`src/rtl/uart_pkg.sv`:
```
// uart_pkg: frame constants and receiver FSM states shared by the RX and TX UARTs
package uart_pkg;
  typedef enum logic [2:0] {IDLE, START, DATA, PARITY, STOP} uart_state_t;
  localparam logic START_BIT = 1'b0;
  localparam logic STOP_BIT = 1'b1;
endpackage

```
`src/rtl/uart_rx_if.sv`:
```
// uart_rx_if: CPU-side pop port and status flags of the RX UART
interface uart_rx_if;
  logic re;
  logic [31:0] rdata;
  logic empty;
  logic full;
  logic frame_err;
  logic overrun;
  modport master(output re, input rdata, empty, full, frame_err, overrun);
  modport slave(input re, output rdata, empty, full, frame_err, overrun);
endinterface

```
`src/rtl/uart_fifo.sv`:
```
// uart_fifo: first-word-fall-through FIFO with wrap-bit pointers, shared by RX and TX UARTs
module uart_fifo #(
  parameter int DEPTH = 16,
  parameter int WIDTH = 8
) (
  input  logic             clk,
  input  logic             rst,
  input  logic             we,
  input  logic             re,
  input  logic [WIDTH-1:0] wdata,
  output logic [WIDTH-1:0] rdata,
  output logic             empty,
  output logic             full
);
  localparam int PTR_WIDTH = $clog2(DEPTH);
  logic [PTR_WIDTH:0] wp, rp;
  logic [WIDTH-1:0] mem [DEPTH];
  assign empty = wp == rp;
  assign full = wp == {~rp[PTR_WIDTH], rp[PTR_WIDTH-1:0]};
  assign rdata = empty ? '0 : mem[rp[PTR_WIDTH-1:0]];
  always_ff @(posedge clk) begin
    if (rst) begin
      wp <= '0;
      rp <= '0;
    end else begin
      if (we && !full) begin
        mem[wp[PTR_WIDTH-1:0]] <= wdata;
        wp <= wp + 1'b1;
      end
      if (re && !empty) rp <= rp + 1'b1;
    end
  end
endmodule

```
`src/rtl/uart_rx.sv`:
```
// uart_rx: serial receiver feeding a FWFT byte FIFO; 8N1 by default, 8E1 when UART_RX_PARITY_EN is defined
module uart_rx import uart_pkg::*; #(
  parameter int DEPTH = 16,
  parameter int UART_BAUD_DIV = 217,
  parameter int WIDTH = 8
) (
  input logic clk,
  input logic rst,
  input logic rx,
  uart_rx_if.slave bus
);
  localparam int BW = $clog2(UART_BAUD_DIV);
  localparam int CW = $clog2(WIDTH + 1);
  uart_state_t state;
  logic rx_m, rx_s, push, full, frame_err, overrun, bit_end, stop_ok;
  logic [BW-1:0] bcnt;
  logic [CW-1:0] nbits;
  logic [WIDTH-1:0] shift, wbyte, head;
`ifdef UART_RX_PARITY_EN
  localparam uart_state_t AFTER_DATA = PARITY;
  logic perr;
  assign stop_ok = rx_s == STOP_BIT && !perr;
`else
  localparam uart_state_t AFTER_DATA = STOP;
  assign stop_ok = rx_s == STOP_BIT;
`endif
  assign bit_end = bcnt == BW'(UART_BAUD_DIV - 1);
  always_ff @(posedge clk) begin
    if (rst) begin
      {rx_s, rx_m} <= 2'b11;
      state <= IDLE;
      bcnt <= '0;
      nbits <= '0;
      shift <= '0;
      wbyte <= '0;
      push <= 1'b0;
      frame_err <= 1'b0;
      overrun <= 1'b0;
`ifdef UART_RX_PARITY_EN
      perr <= 1'b0;
`endif
    end else begin
      {rx_s, rx_m} <= {rx_m, rx};
      bcnt <= bcnt + 1'b1;
      push <= 1'b0;
      frame_err <= 1'b0;
      overrun <= push && full;
      case (state)
        IDLE: if (rx_s == START_BIT) begin
          state <= START;
          bcnt <= '0;
        end
        START: if (bcnt == BW'(UART_BAUD_DIV / 2 - 1)) begin
          state <= rx_s == START_BIT ? DATA : IDLE;
          bcnt <= '0;
          nbits <= '0;
        end
        DATA: if (bit_end) begin
          shift <= {rx_s, shift[WIDTH-1:1]};
          nbits <= nbits + 1'b1;
          bcnt <= '0;
          if (nbits == CW'(WIDTH - 1)) state <= AFTER_DATA;
        end
`ifdef UART_RX_PARITY_EN
        PARITY: if (bit_end) begin
          perr <= rx_s != ^shift;
          state <= STOP;
          bcnt <= '0;
        end
`endif
        STOP: if (bit_end) begin
          push <= stop_ok;
          wbyte <= shift;
          frame_err <= !stop_ok;
          state <= IDLE;
          bcnt <= '0;
        end
        default: state <= IDLE;
      endcase
    end
  end
  uart_fifo #(.DEPTH(DEPTH), .WIDTH(WIDTH)) fifo (
    .clk(clk),
    .rst(rst),
    .we(push),
    .re(bus.re),
    .wdata(wbyte),
    .rdata(head),
    .empty(bus.empty),
    .full(full)
  );
  assign bus.full = full;
  assign bus.rdata = {{(32 - WIDTH){1'b0}}, head};
  assign bus.frame_err = frame_err;
  assign bus.overrun = overrun;
endmodule

```
`src/flat_wrapper.sv`:
```
// flat-port wrapper written by rule: the top's interface ports become plain ports
module uart_rx_flat import uart_pkg::*;
#(
  parameter int DEPTH = 16,
  parameter int UART_BAUD_DIV = 217,
  parameter int WIDTH = 8
)
  (clk, rst, rx, bus_re, bus_rdata, bus_empty, bus_full, bus_frame_err, bus_overrun);
  uart_rx_if bus_i ();
  input logic clk;
  input logic rst;
  input logic rx;
  input wire logic [$bits(bus_i.re)-1:0] bus_re;
  output wire logic [$bits(bus_i.rdata)-1:0] bus_rdata;
  output wire logic [$bits(bus_i.empty)-1:0] bus_empty;
  output wire logic [$bits(bus_i.full)-1:0] bus_full;
  output wire logic [$bits(bus_i.frame_err)-1:0] bus_frame_err;
  output wire logic [$bits(bus_i.overrun)-1:0] bus_overrun;
  assign bus_i.re = bus_re;
  assign bus_rdata = bus_i.rdata;
  assign bus_empty = bus_i.empty;
  assign bus_full = bus_i.full;
  assign bus_frame_err = bus_i.frame_err;
  assign bus_overrun = bus_i.overrun;
  uart_rx #(.DEPTH(DEPTH), .UART_BAUD_DIV(UART_BAUD_DIV), .WIDTH(WIDTH)) u_core (.clk(clk), .rst(rst), .rx(rx), .bus(bus_i));
endmodule
```
`config.mk`:
```
export PLATFORM = sky130hd
export DESIGN_NAME = uart_rx_flat
export DESIGN_NICKNAME = d
export VERILOG_FILES = /design/src/rtl/uart_pkg.sv /design/src/rtl/uart_rx_if.sv /design/src/rtl/uart_fifo.sv /design/src/rtl/uart_rx.sv /design/src/flat_wrapper.sv
export SDC_FILE = /design/constraint.sdc
export NUM_CORES = 1
export LEC_CHECK = 0
export BUFFER_PORTS_ARGS = -buffer_cell sky130_fd_sc_hd__buf_4
export CAP_MARGIN = 20
export CELL_PAD_IN_SITES_DETAIL_PLACEMENT = 1
export CELL_PAD_IN_SITES_GLOBAL_PLACEMENT = 1
export CORE_MARGIN = 10
export CORE_UTILIZATION = 25
export CTS_BUF_LIST = sky130_fd_sc_hd__clkbuf_16
export DETAILED_ROUTE_END_ITERATION = 8
export HOLD_SLACK_MARGIN = 0.08
export PLACE_DENSITY_LB_ADDON = 0.08
export SLEW_MARGIN = 5
export SYNTH_ARGS = -nofsm -noshare
export SYNTH_HDL_FRONTEND = slang
export SYNTH_SLANG_ARGS = --single-unit
```
`constraint.sdc`:
```
create_clock -name clk -period 2.4 [get_ports clk]
set_input_delay 0.12 -clock clk [delete_from_list [all_inputs] [get_ports clk]]
set_output_delay 0.12 -clock clk [all_outputs]
set_load 0.03 [all_outputs]
```
# ---- Word level (Yosys, flattened, before mapping)
# Memories as Yosys holds them, arrays and structs flattened. A register that Yosys moved wholly into a read port is not among the register bits.
# Cells that the tools add are included.
dict set report classes {
  reduce_logical 14
  add_sub_neg 4
  n_eq_ne 13
  shift 0
  n_div 0
  order_cmp 0
  n_bitwise 3
  muxes 20
  multipliers 0
}
# op count
set ops {}
lappend ops {{2-to-1 mux 8 bit} 4}
lappend ops {{case mux 8 bit (3 select lines)} 1}
lappend ops {{2-to-1 mux 4 bit} 4}
lappend ops {{2-to-1 mux 3 bit} 5}
lappend ops {{case mux 3 bit (4 select lines)} 1}
lappend ops {{adder 5 x 1 -> 5 bit (second input constant)} 2}
lappend ops {{== test 5 bit} 2}
lappend ops {{adder 8 x 1 -> 8 bit (second input constant)} 1}
lappend ops {{== test 8 x 7 -> 1 bit (second input constant)} 1}
lappend ops {{== test 8 bit (second input constant)} 1}
lappend ops {{inequality test 2 x 1 -> 1 bit (second input constant)} 4}
lappend ops {{case mux 4 bit (2 select lines)} 1}
lappend ops {{AND reduction 5 bit} 1}
lappend ops {{adder 4 x 1 -> 4 bit (second input constant)} 1}
lappend ops {{== test 4 x 3 -> 1 bit (second input constant)} 1}
lappend ops {{AND reduction 2 bit} 2}
lappend ops {{== test 3 x 1 -> 1 bit (second input constant)} 1}
lappend ops {{== test 3 x 2 -> 1 bit (second input constant)} 1}
lappend ops {{== test 3 bit (second input constant)} 1}
lappend ops {{logical AND 1 bit} 3}
lappend ops {{zero test 1 bit} 3}
lappend ops {{zero test 3 bit} 1}
lappend ops {{2-to-1 mux 1 bit} 3}
lappend ops {{inverter 1 bit} 3}
lappend ops {{other kinds (6)} 6}
dict set report totals {
  wordCells 67
  ff_bits 46
  inputBits 4
  output_inout_bits 36
  mem_count 1
  latch_bits 0
  ramBits 128
  mem_bits_ro 0
}
# memory depth width read_ports rd_ports_with_merged_regs write_ports line_no
set mem_list {}
lappend mem_list {u_core.fifo.mem 16 8 1 1 1 uart_fifo.sv:17} ;# logic [WIDTH-1:0] mem [DEPTH];

# ---- Logic depth before layout (Yosys ltp)
# Gate-level depths: netlist (run 1).
dict set report logic_depth {
  ltp_word 7
  depth_mapped 7
  depth_no_buf 7
}

# ---- Modules after synthesis
# A second synthesis (run 1) with hierarchy kept.
dict set report unflattened {
  cells_unflattened 487
  area_unflattened_um2 7547.2
}
# mod instances area_per_inst_um2 seq_area_each_um2 cells_per_inst
set modules_own_cells {}
lappend modules_own_cells {uart_fifo 1 5786.8 4124.0 308}
lappend modules_own_cells {uart_rx 1 1760.4 720.7 179}

# ---- Worst setup path after synthesis (run 1)
# No wires, ideal clock.
dict set report synth_path {
  kind {register -> output}
  from {reg with a tool-made name}
  to {out bus_rdata[5]}
  stages_incl_launch_ff 7
  path_slack_ns 0.366
  t_arrival_ns 1.914
  path_cell_list {dfxtp_1 buf_4 buf_6 buf_6 mux4_2 mux2i_1 a211oi_1}
}
# element line_no
set synth_rtl {}
lappend synth_rtl {{to (decl)} flat_wrapper.sv:14} ;# output wire logic [$bits(bus_i.rdata)-1:0] bus_rdata;

==> results by group, run 1 <==
Final layout
  • Layout cells sized above 1: 24.37%
  • Layout area overhead: 19.13%
  • Final-layout fill cell count: 3019
  • Number of diodes: 0
  • Final nets: between 500 and 600
  • Final instance area: 0.008705 mm2

Logic synthesis
  • Post-synth EDFFs: around 130
  • Synthesis Warnings: 0
  • Synth area leader: edfxtp_1
  • Yosys cell types: 52
  • Synth top area cells: edfxtp_1 53%, dfxtp_1 14%, mux4_2 9.9%, buf_4 2.7%, nand2_1 2.0%
  • Syn Area/Cell: 15.00 um2
  • Synth Flop Type: edfxtp_1
  • Synth Register Bits: approximately 180
  • Async set-or-reset flop fraction in the synthesized netlist: 0%
  • Post-synth top area share: 52.60%
  • Syn Inst Count: ~490
  • Synthesized area: 0.007307 mm2
  • Sequential fraction of the synthesis area: 66.30%

Clock network
  • CTS tree: built
  • Count of clock tree sinks: 178
  • Reg clk slew, reported paths: 0.07 ns
  • Total CTS buffers: 17
  • H-tree depth: 4
  • Clock tree buffer depth: 2
  • Root buffer cell: clkbuf_16
  • Later-pin clock latency in the skew report: 0.43 ns

Route
  • Via count: 4030
  • DRT iter0 DRCs: 224
  • Final WL: 18.02 mm
  • Vias per cell: roughly 4.3
  • Antenna viol nets, final: 0
  • First-pass DRT Iterations: 4
  • Routed len/inst: 19.21 um
  • # DRC: 0

Timing
  • RSZ-0062 raised after global routing: yes
  • Setup TNS: 0 ns
  • Crit path time final: 2.322 ns
  • Max Slew Vio Count: 0
  • Final setup viols: 0
  • Final hold slack: 0.1338 ns
  • Max Clock Skew: 0.01514 ns
  • Worst slew margin relative to its limit: a little under half
  • Final Hold Viols: 0
  • Fmax: 430.6 MHz
  • Period utilisation layout: 96.77%
  • Worst-Margin Slew: 0.7853 ns

Worst setup path
  • Worst EP required: between 2 and 2.5 ns
  • CP Max Fanout: 8
  • Worst setup EP type: output port
  • Critical path arrival: 2.20 ns
  • Reg2reg setup slack: roughly 0.43 ns
  • Crit path launch type: flop
  • Setup Crit Path Kind: reg -> out

Placed design
  • DP HPWL: 12.24 mm
  • PortBufs: 15
  • Placed cell area: 0.007996 mm2
  • RePlAce Congestion: 0.7168

GRT
  • First-pass GRT wire length: between 20 and 30 mm
  • Pin count of the biggest net entering global routing: 53
  • Vias in the first global route: 4498
  • Total GRT Usage: roughly a tenth
  • GR Overflow Total: 0
  • Initial antenna violation count: 0

Die
  • Core ar.: 0.02878 mm2
  • I/O Pins: 40
  • Die extent in x: 191.0 um
  • FP Rows: 62
  • Die area: 0.03647 mm2
  • Die Ht: between 150 and 200 um
  • Initial Util: 25.39%

Min path
  • Hold Crit Class: in -> reg

Power
  • Worst IR Drop VDD: 0.0003254 V
  • Static leakage: 2.829 nW
  • Power Density: 706.4 mW/mm2

Flow run
  • MaxCap Viol Count: 0

Run status
  • Status: finished, final reports clean
## metrics by stage
stage | util [%] | worst slack (ns) | std cells | total power [mW]
after CTS | 30.18 | 0.01057 | 937 | 6.244
after floorplan | - | 0.3663 | 510 | 3.445
after detailed placement | 27.78 | 0.3334 | 899 | 3.433
final | 30.25 | 0.07755 | 938 | 6.149
after global routing | 30.25 | -0.04173 | 938 | 6.376
after global placement | 27.78 | 0.3644 | 899 | 3.432
## worst max-delay path, stage by stage (launching register included)
cell      delay, ns
dfxtp_4        0.38
buf_12         0.14
mux4_2         0.49
nor2b_1        0.14
a211oi_1       0.26
buf_4          0.16
a211oi_1       0.04
buf_4          0.17
## cell usage in the layout, fill, tap and decap left out, types with 3 or more instances in the layout
cell type  instances
a211oi_1          11
a211oi_2           5
a21oi_1           20
and3_1             3
buf_12             5
buf_4             49
clkbuf_16         17
clkinv_4           3
conb_1            24
dfxtp_1           49
edfxtp_1         128
ha_1               8
inv_1              5
inv_6              4
inv_8              4
mux2i_1            9
mux4_2            32
nand2_1           38
nand2b_1           7
nand3_1            7
nor2_1            31
nor2b_1            9
nor3_1            19
o211ai_1           4
xnor2_1           11
xor2_1             9
## state kept, by name, indices dropped and copies added (netlist names), named ones only
name,flops
u_core.push,1
u_core.bus.frame_err,1
u_core.wbyte,8
u_core.fifo.rp,5
u_core.fifo.wp,5
u_core.fifo.mem,128
u_core.rx_s,1
u_core.rx_m,1
u_core.bcnt,8
u_core.shift,8
u_core.bus.overrun,1
u_core.nbits,4
u_core.state,3
## final timing paths
kind                                end  cells past startpoint               from
setup / recovery           bus_rdata[0]                      7               flop
hold / removal        u_core.fifo.rp[2]                      4             bus_re
setup reg to reg  u_core.fifo.mem[5][5]                      6  u_core.fifo.wp[2]
hold reg to reg             u_core.rx_s                      1        u_core.rx_m
## power breakdown
group	total [mW]	switching (mW)	leakage [nW]	internal [mW]
registers	3.26	0.00785	1.59	3.25
clock network	2.78	1.30	0.285	1.49
logic	0.104	0.0835	0.953	0.0201
## what timing repair did
action                     4_1_cts  5_1_grt
setup endpoints to repair        7        8
buffers inserted                 5        1
resized for setup                5        3
hold buffers                     1        0
pin swaps                        1        4
hold endpoints to repair         1        0
## per-layer routing
layer | routed length, um | up-vias | track usage [%]
met5 | 0 | - | 0
met4 | 137 | 0 | 2.544
met3 | 371 | 9 | 2.332
met2 | 9026 | 38 | 17.31
met1 | 8480 | 2073 | 12.91
li1 | - | 1910 | -
## kinds of logic after synthesis
kind of cell | Yosys count | share of synthesized area [%]
AO/OA/AOI/OAI | 52 | 4.692
XOR/XNOR | 21 | 2.620
adder cells (fa/ha/maj) | 8 | 1.370
buffers and inverters | 49 | 4.144
flip-flops | 178 | 66.30
multiplexers | 44 | 11.54
other | 1 | 0.05132
AND/OR/NAND/NOR | 134 | 9.281
## synthesized netlist by cell type (2+ instances only)
cell / count
nor3_1: 19
and3_1: 3
mux4_2: 32
nor4_1: 2
buf_2: 5
or3_1: 2
or2_2: 2
o211ai_1: 4
o31ai_1: 2
buf_6: 2
ha_1: 8
nand2b_1: 7
inv_1: 5
a211oi_1: 16
nand4_1: 2
xor2_1: 9
nor2b_1: 9
xnor2_1: 11
a21oi_1: 20
o21ai_0: 2
nand3_1: 7
dfxtp_1: 50
buf_4: 26
nor3b_1: 2
nand2_1: 38
mux2i_1: 10
nor2_1: 31
edfxtp_1: 128
buf_1: 2
clkbuf_1: 9
## layout make-up
class | count | area (um2) | share of cell area (%)
sequential | 178 | 4848 | 55.70
multi-input combinational | 283 | 2275 | 26.13
timing repair buffer | 56 | 489.2 | 5.620
tap | 384 | 480.5 | 5.520
clock buffer | 17 | 425.4 | 4.887
clock inverter | 15 | 167.7 | 1.926
inverter | 5 | 18.77 | 0.2156
(Power assumes the default switching activity.)
==> inputs of run 2 (changes only) <==
BUFFER_PORTS_ARGS = not set   (was -buffer_cell sky130_fd_sc_hd__buf_4)
CORE_UTILIZATION = 53   (was 25)
DONT_BUFFER_PORTS = 1   (was not set)
==> results by group, run 2 (synthesis results as in run 1) <==
Power
  • Sw Ratio: about a fifth
  • Combinational power share: 1.7%
  • Worst IR Drop VDD: a little over 0.0005 V
  • Static leakage: 2.865 nW
  • Clock share of power: 45.9%
  • Final Power: 6.225 mW
  • Sequential power share: 52.4%
  • Int Pwr: about 4.9 mW
  • Net load switching power: 1.298 mW
  • Power Density: 725.2 mW/mm2

Final layout
  • Layout cells sized above 1: 26.13%
  • Final instance area: 0.008583 mm2
  • Most frequent cells in the layout: 128 x edfxtp_1, 47 x dfxtp_1, 39 x buf_4
  • Commonest non-fill, non-tap cell in the layout: edfxtp_1
  • Final-layout fill cell count: 1249
  • Final nets: 550
  • Layout area overhead: 17.47%
  • Footprint of the multi-input gates: around 0.0024 mm2
  • Max reg flops: between 100 and 150
  • Number of diodes: 0
  • Register Area: 0.004851 mm2

Timing
  • Crit path time final: 2.373 ns
  • Final Hold Viols: 0
  • Period utilisation layout: 98.89%
  • Fmax: 421.4 MHz
  • Final setup viols: 0
  • RSZ-0062 raised after global routing: yes
  • Worst slew margin relative to its limit: approximately 41%
  • Setup TNS: 0 ns
  • Max Slew Vio Count: 0
  • Worst-Margin Slew: 0.8872 ns
  • Max Clock Skew: 0.01750 ns
  • Final hold slack: 0.09380 ns

Worst setup path
  • Slowest CP cell: mux4_2
  • Worst EP required: 2.28 ns
  • Crit path launch type: flop
  • Worst Reg-to-Reg Cells: 7
  • Max stage delay on crit path: around 0.52 ns
  • Critical path arrival: 2.25 ns
  • Reg2reg setup slack: 0.25 ns
  • CP Max Fanout: 6
  • Reg-to-Reg Start: u_core.fifo.rp[3]
  • Worst setup EP type: output port
  • Cell Chain, Critical Path: buf_12 > buf_4 > mux4_2 > a211oi_2 > a211oi_1 > buf_4
  • FF-to-FF End: u_core.fifo.mem[5][5]
  • Top cell by count, worst path: buf_4
  • Setup Crit Path Kind: reg -> out

GRT
  • Initial antenna violation count: 0
  • Total GRT Usage: between 10% and 20%
  • First-pass GRT wire length: 26.06 mm
  • GR Overflow Total: 0
  • Vias in the first global route: between 4000 and 5000
  • Pin count of the biggest net entering global routing: 49

Die
  • Core ar.: 0.01335 mm2
  • Die area: 0.01888 mm2
  • Die extent in x: around 140 um
  • FP Rows: 42
  • Die Ht: about 140 um
  • I/O Pins: 40
  • Initial Util: 54.74%

Clock network
  • Count of clock tree sinks: 178
  • Root buffer cell: clkbuf_16
  • Reg clk slew, reported paths: 0.07 ns
  • H-tree depth: 4
  • Later-pin clock latency in the skew report: 0.44 ns
  • Clock tree buffer depth: 2
  • CTS tree: built
  • Total CTS buffers: 17

Run status
  • Status: finished, final reports clean

Route
  • Via count: 4213
  • Final WL: roughly 17 mm
  • Routed len/inst: around 24 um
  • # DRC: 0
  • Vias per cell: between 5 and 6
  • First-pass DRT Iterations: 5
  • Antenna viol nets, final: 0
  • DRT iter0 DRCs: 363

Placed design
  • PortBufs: 0
  • Placed cell area: 0.007606 mm2
  • DP HPWL: 10.43 mm
  • RePlAce Congestion: 0.7694

Flow run
  • MaxCap Viol Count: 0

Min path
  • Hold Crit Class: in -> reg
  • Hold path depth: 4
  • Worst hold start: bus_re
## run 2: area by class of cell
cell class | instances | area share [%]
Multi-Input combinational cell | 283 | 27.45
Tap cell | 176 | 2.566
Timing Repair Buffer | 53 | 6.137
Inverter | 5 | 0.2187
Clock buffer | 17 | 4.956
Clock inverter | 15 | 2.157
Sequential cell | 178 | 56.52
## run 2: worst max-delay path by stage
stage                     depth (start not counted)                      to         startpoint
after floorplan                                   6            bus_rdata[5]               flop
after global placement                            4  u_core.fifo.mem[10][3]  u_core.fifo.wp[3]
after detailed placement                          4  u_core.fifo.mem[11][5]  u_core.fifo.wp[3]
after CTS                                         5            bus_rdata[3]               flop
after global routing                              6            bus_rdata[0]               flop
final                                             6            bus_rdata[0]               flop
## run 2: metal layers
metal | vias to the layer above | share of wire (%) | track usage (%)
li1 | 1896 | - | -
met1 | 2153 | 42 | 23.85
met2 | 139 | 50 | 30.97
met3 | 25 | 5.6 | 4.516
met4 | 0 | 1.9 | 6.909
met5 | - | 0 | 0
## run 2: worst max-delay path: cells and delay by family (launching register included)
family | cells | cell delay (ns)
AOI/OAI and AO/OA | 2 | 0.34
buffers and inverters | 3 | 0.51
DFF | 1 | 0.44
muxes | 1 | 0.52
## run 2: stage by stage
stage	setup WS [ns]	cells	util (%)
finish	0.02673	727	64.30
global route	-0.05021	727	64.30
CTS	0.004202	719	62.73
detailed placement	0.2582	677	56.98
global placement	0.3518	677	56.98
floorplan	0.3663	510	-
## run 2: power groups by stage
stage	sequential (mW)	clock, mW	combinational [mW]
detailed placement	3.33	0	0.0815
global placement	3.33	0	0.0808
floorplan	3.33	0	0.116
finish	3.26	2.85	0.106
CTS	3.26	2.89	0.103
global route	3.26	3.02	0.116
## run 2: repair_timing
item | 4_1_cts | 5_1_grt
buffers inserted | 4 | 5
pin swaps | 0 | 10
cloned | 1 | 2
endpoints found under the hold margin | 50 | 0
hold buffers | 5 | 0
setup endpoints to repair | 7 | 8
resized for setup | 5 | 24
==> inputs of run 3 (changes only) <==
PLACE_DENSITY = 0.89   (was not set)
PLACE_DENSITY_LB_ADDON = not set   (was 0.08)
==> results by group, run 3 (synthesis results as in run 1) <==
Clock network
  • Total CTS buffers: 17
  • H-tree depth: 4
  • Later-pin clock latency in the skew report: 0.43 ns
  • Clock tree buffer depth: 2
  • CTS tree: built
  • Count of clock tree sinks: between 150 and 200
  • Root buffer cell: clkbuf_16
  • Reg clk slew, reported paths: 0.07 ns

Worst setup path
  • Cell Chain, Critical Path: xnor2_1 > nand4_4 > buf_4 > nor2_1 > buf_4 > a211oi_1 > buf_4
  • Crit path launch type: flop
  • Worst setup EP type: output port
  • CP Max Fanout: 9
  • Slowest CP cell: xnor2_1
  • Max stage delay on crit path: 0.40 ns
  • Critical path arrival: 2.28 ns
  • Worst EP required: roughly 2.3 ns
  • Top cell by count, worst path: buf_4
  • Worst path buffer plus inverter count: 3
  • Setup Crit Path Kind: reg -> out
  • Worst path top cell family by delay: buffers and inverters

Power
  • Clock share of power: 45.8%
  • Sw Ratio: approximately 22%
  • Power Density: 741.2 mW/mm2
  • Combinational power share: 1.7%
  • Sequential power share: between 50% and 60%
  • Int Pwr: between 4 and 5 mW
  • Final Power: 6.214 mW
  • Worst IR Drop VDD: ~0.00053 V
  • Net load switching power: 1.349 mW
  • Static leakage: 2.779 nW

Timing
  • Crit path time final: 2.401 ns
  • RSZ-0062 raised after global routing: yes
  • Final setup viols: 1
  • Final worst slack: -0.001131 ns
  • Final Hold Viols: 0
  • Max Slew Vio Count: 0
  • Worst slew margin relative to its limit: 43.50%
  • Worst-Margin Slew: 0.8463 ns
  • Fmax: 416.5 MHz
  • Period utilisation layout: 100.0%
  • Max Clock Skew: between 0.01 and 0.015 ns

Placed design
  • RePlAce Congestion: between 0.8 and 0.9
  • Placed cell area: approximately 0.0076 mm2
  • DP HPWL: 11.28 mm
  • Placed Cells: roughly 680
  • PortBufs: 0

Die
  • I/O Pins: 40
  • Initial Util: 54.74%
  • Die extent in x: 137.4 um
  • Core ar.: 0.01335 mm2
  • FP Rows: between 40 and 50
  • Die Ht: 137.4 um
  • Die area: 0.01888 mm2

Final layout
  • Commonest non-fill, non-tap cell in the layout: edfxtp_1
  • Layout cells sized above 1: a little under a quarter
  • Layout area overhead: 14.73%
  • Most frequent cells in the layout: 128 x edfxtp_1, 49 x dfxtp_1, 38 x nand2_1
  • Non-Filler Instances: 717
  • Number of diodes: 0
  • Final nets: 540
  • Final instance area: 0.008383 mm2
  • Max reg flops: 128

Route
  • Vias per cell: 5.976
  • Antenna viol nets, final: 0
  • Final WL: 17.49 mm
  • DRT iter0 DRCs: 305
  • Via count: 4285
  • Routed len/inst: between 20 and 25 um
  • First-pass DRT Iterations: 6
  • # DRC: 0

GRT
  • GR Overflow Total: 0
  • Pin count of the biggest net entering global routing: 49
  • Vias in the first global route: 4561
  • Initial antenna violation count: 0
  • First-pass GRT wire length: 26.78 mm
  • Total GRT Usage: 19.14%

Min path
  • Hold Crit Class: in -> reg

Flow run
  • MaxCap Viol Count: 0

Run status
  • Status: finished with violations
  • Failing checks: setup timing
==> run 3: cell types whose count changed in the layout (fill, tap and decap cells not counted), sizes merged <==
cell and change:
buf -7, bufinv -1, clkbuf -3, clkinv -3
clkinvlp -2, inv +6
==> run 3: final timing paths <==
path	depth (start not counted)	startpoint	end	slack, ns
worst max register to register	7	u_core.fifo.rp[3]	flop	0.06
worst max-delay path	7	u_core.fifo.rp[3]	bus_rdata[0]	-0.001
worst min-delay path	2	rst	u_core.fifo.mem[15][2]	0.23
worst min register to register	1	u_core.rx_m	u_core.rx_s	0.42
==> run 3: power groups by stage <==
stage                     Sequential, mW  Combinational, mW  Clock [mW]
after floorplan                     3.33              0.116           0
after global placement              3.33             0.0795           0
after detailed placement            3.33             0.0822           0
after CTS                           3.26              0.103        2.88
after global routing                3.26              0.115        3.00
final                               3.26              0.107        2.85
==> run 3: final cells by class <==
| class | instances | area, um2 |
|---|---|---|
| fill | 1240 | 4965 |
| sequential | 178 | 4848 |
| multi-input combinational | 283 | 2311 |
| clock buffer | 17 | 425.4 |
| timing repair buffer | 43 | 374.1 |
| tap | 176 | 220.2 |
| clock inverter | 15 | 185.2 |
| inverter | 5 | 18.77 |
==> run 3: per-stage QoR <==
step / hold WS, ns / setup slack, ns / util (%) / setup TNS (ns)
after floorplan: 0.2238 / 0.3663 / - / 0
after global placement: 0.1958 / 0.3146 / 56.93 / 0
after detailed placement: 0.1985 / -0.01632 / 56.93 / -0.1271
after CTS: 0.2626 / 0.01134 / 62.37 / 0
after global routing: 0.2521 / -0.09614 / 62.80 / -0.4224
final: 0.2333 / -0.001131 / 62.80 / -0.001131
==> run 3: layer usage <==
| layer | track usage, % | up-vias | wire (um) |
|---|---|---|---|
| met5 | 0 | - | 0 |
| met4 | 7.787 | 0 | 279 |
| met3 | 3.678 | 24 | 751 |
| met2 | 33.74 | 137 | 9622 |
| met1 | 22.41 | 2247 | 6833 |
| li1 | - | 1877 | - |
==> run 3: what timing repair did <==
action | 4_1_cts | 5_1_grt
setup endpoints to repair | 8 | 9
pin swaps | 0 | 5
hold buffers | 5 | 0
hold endpoints to repair | 50 | 0
gates resized for setup | 5 | 7
buffers inserted | 3 | 0
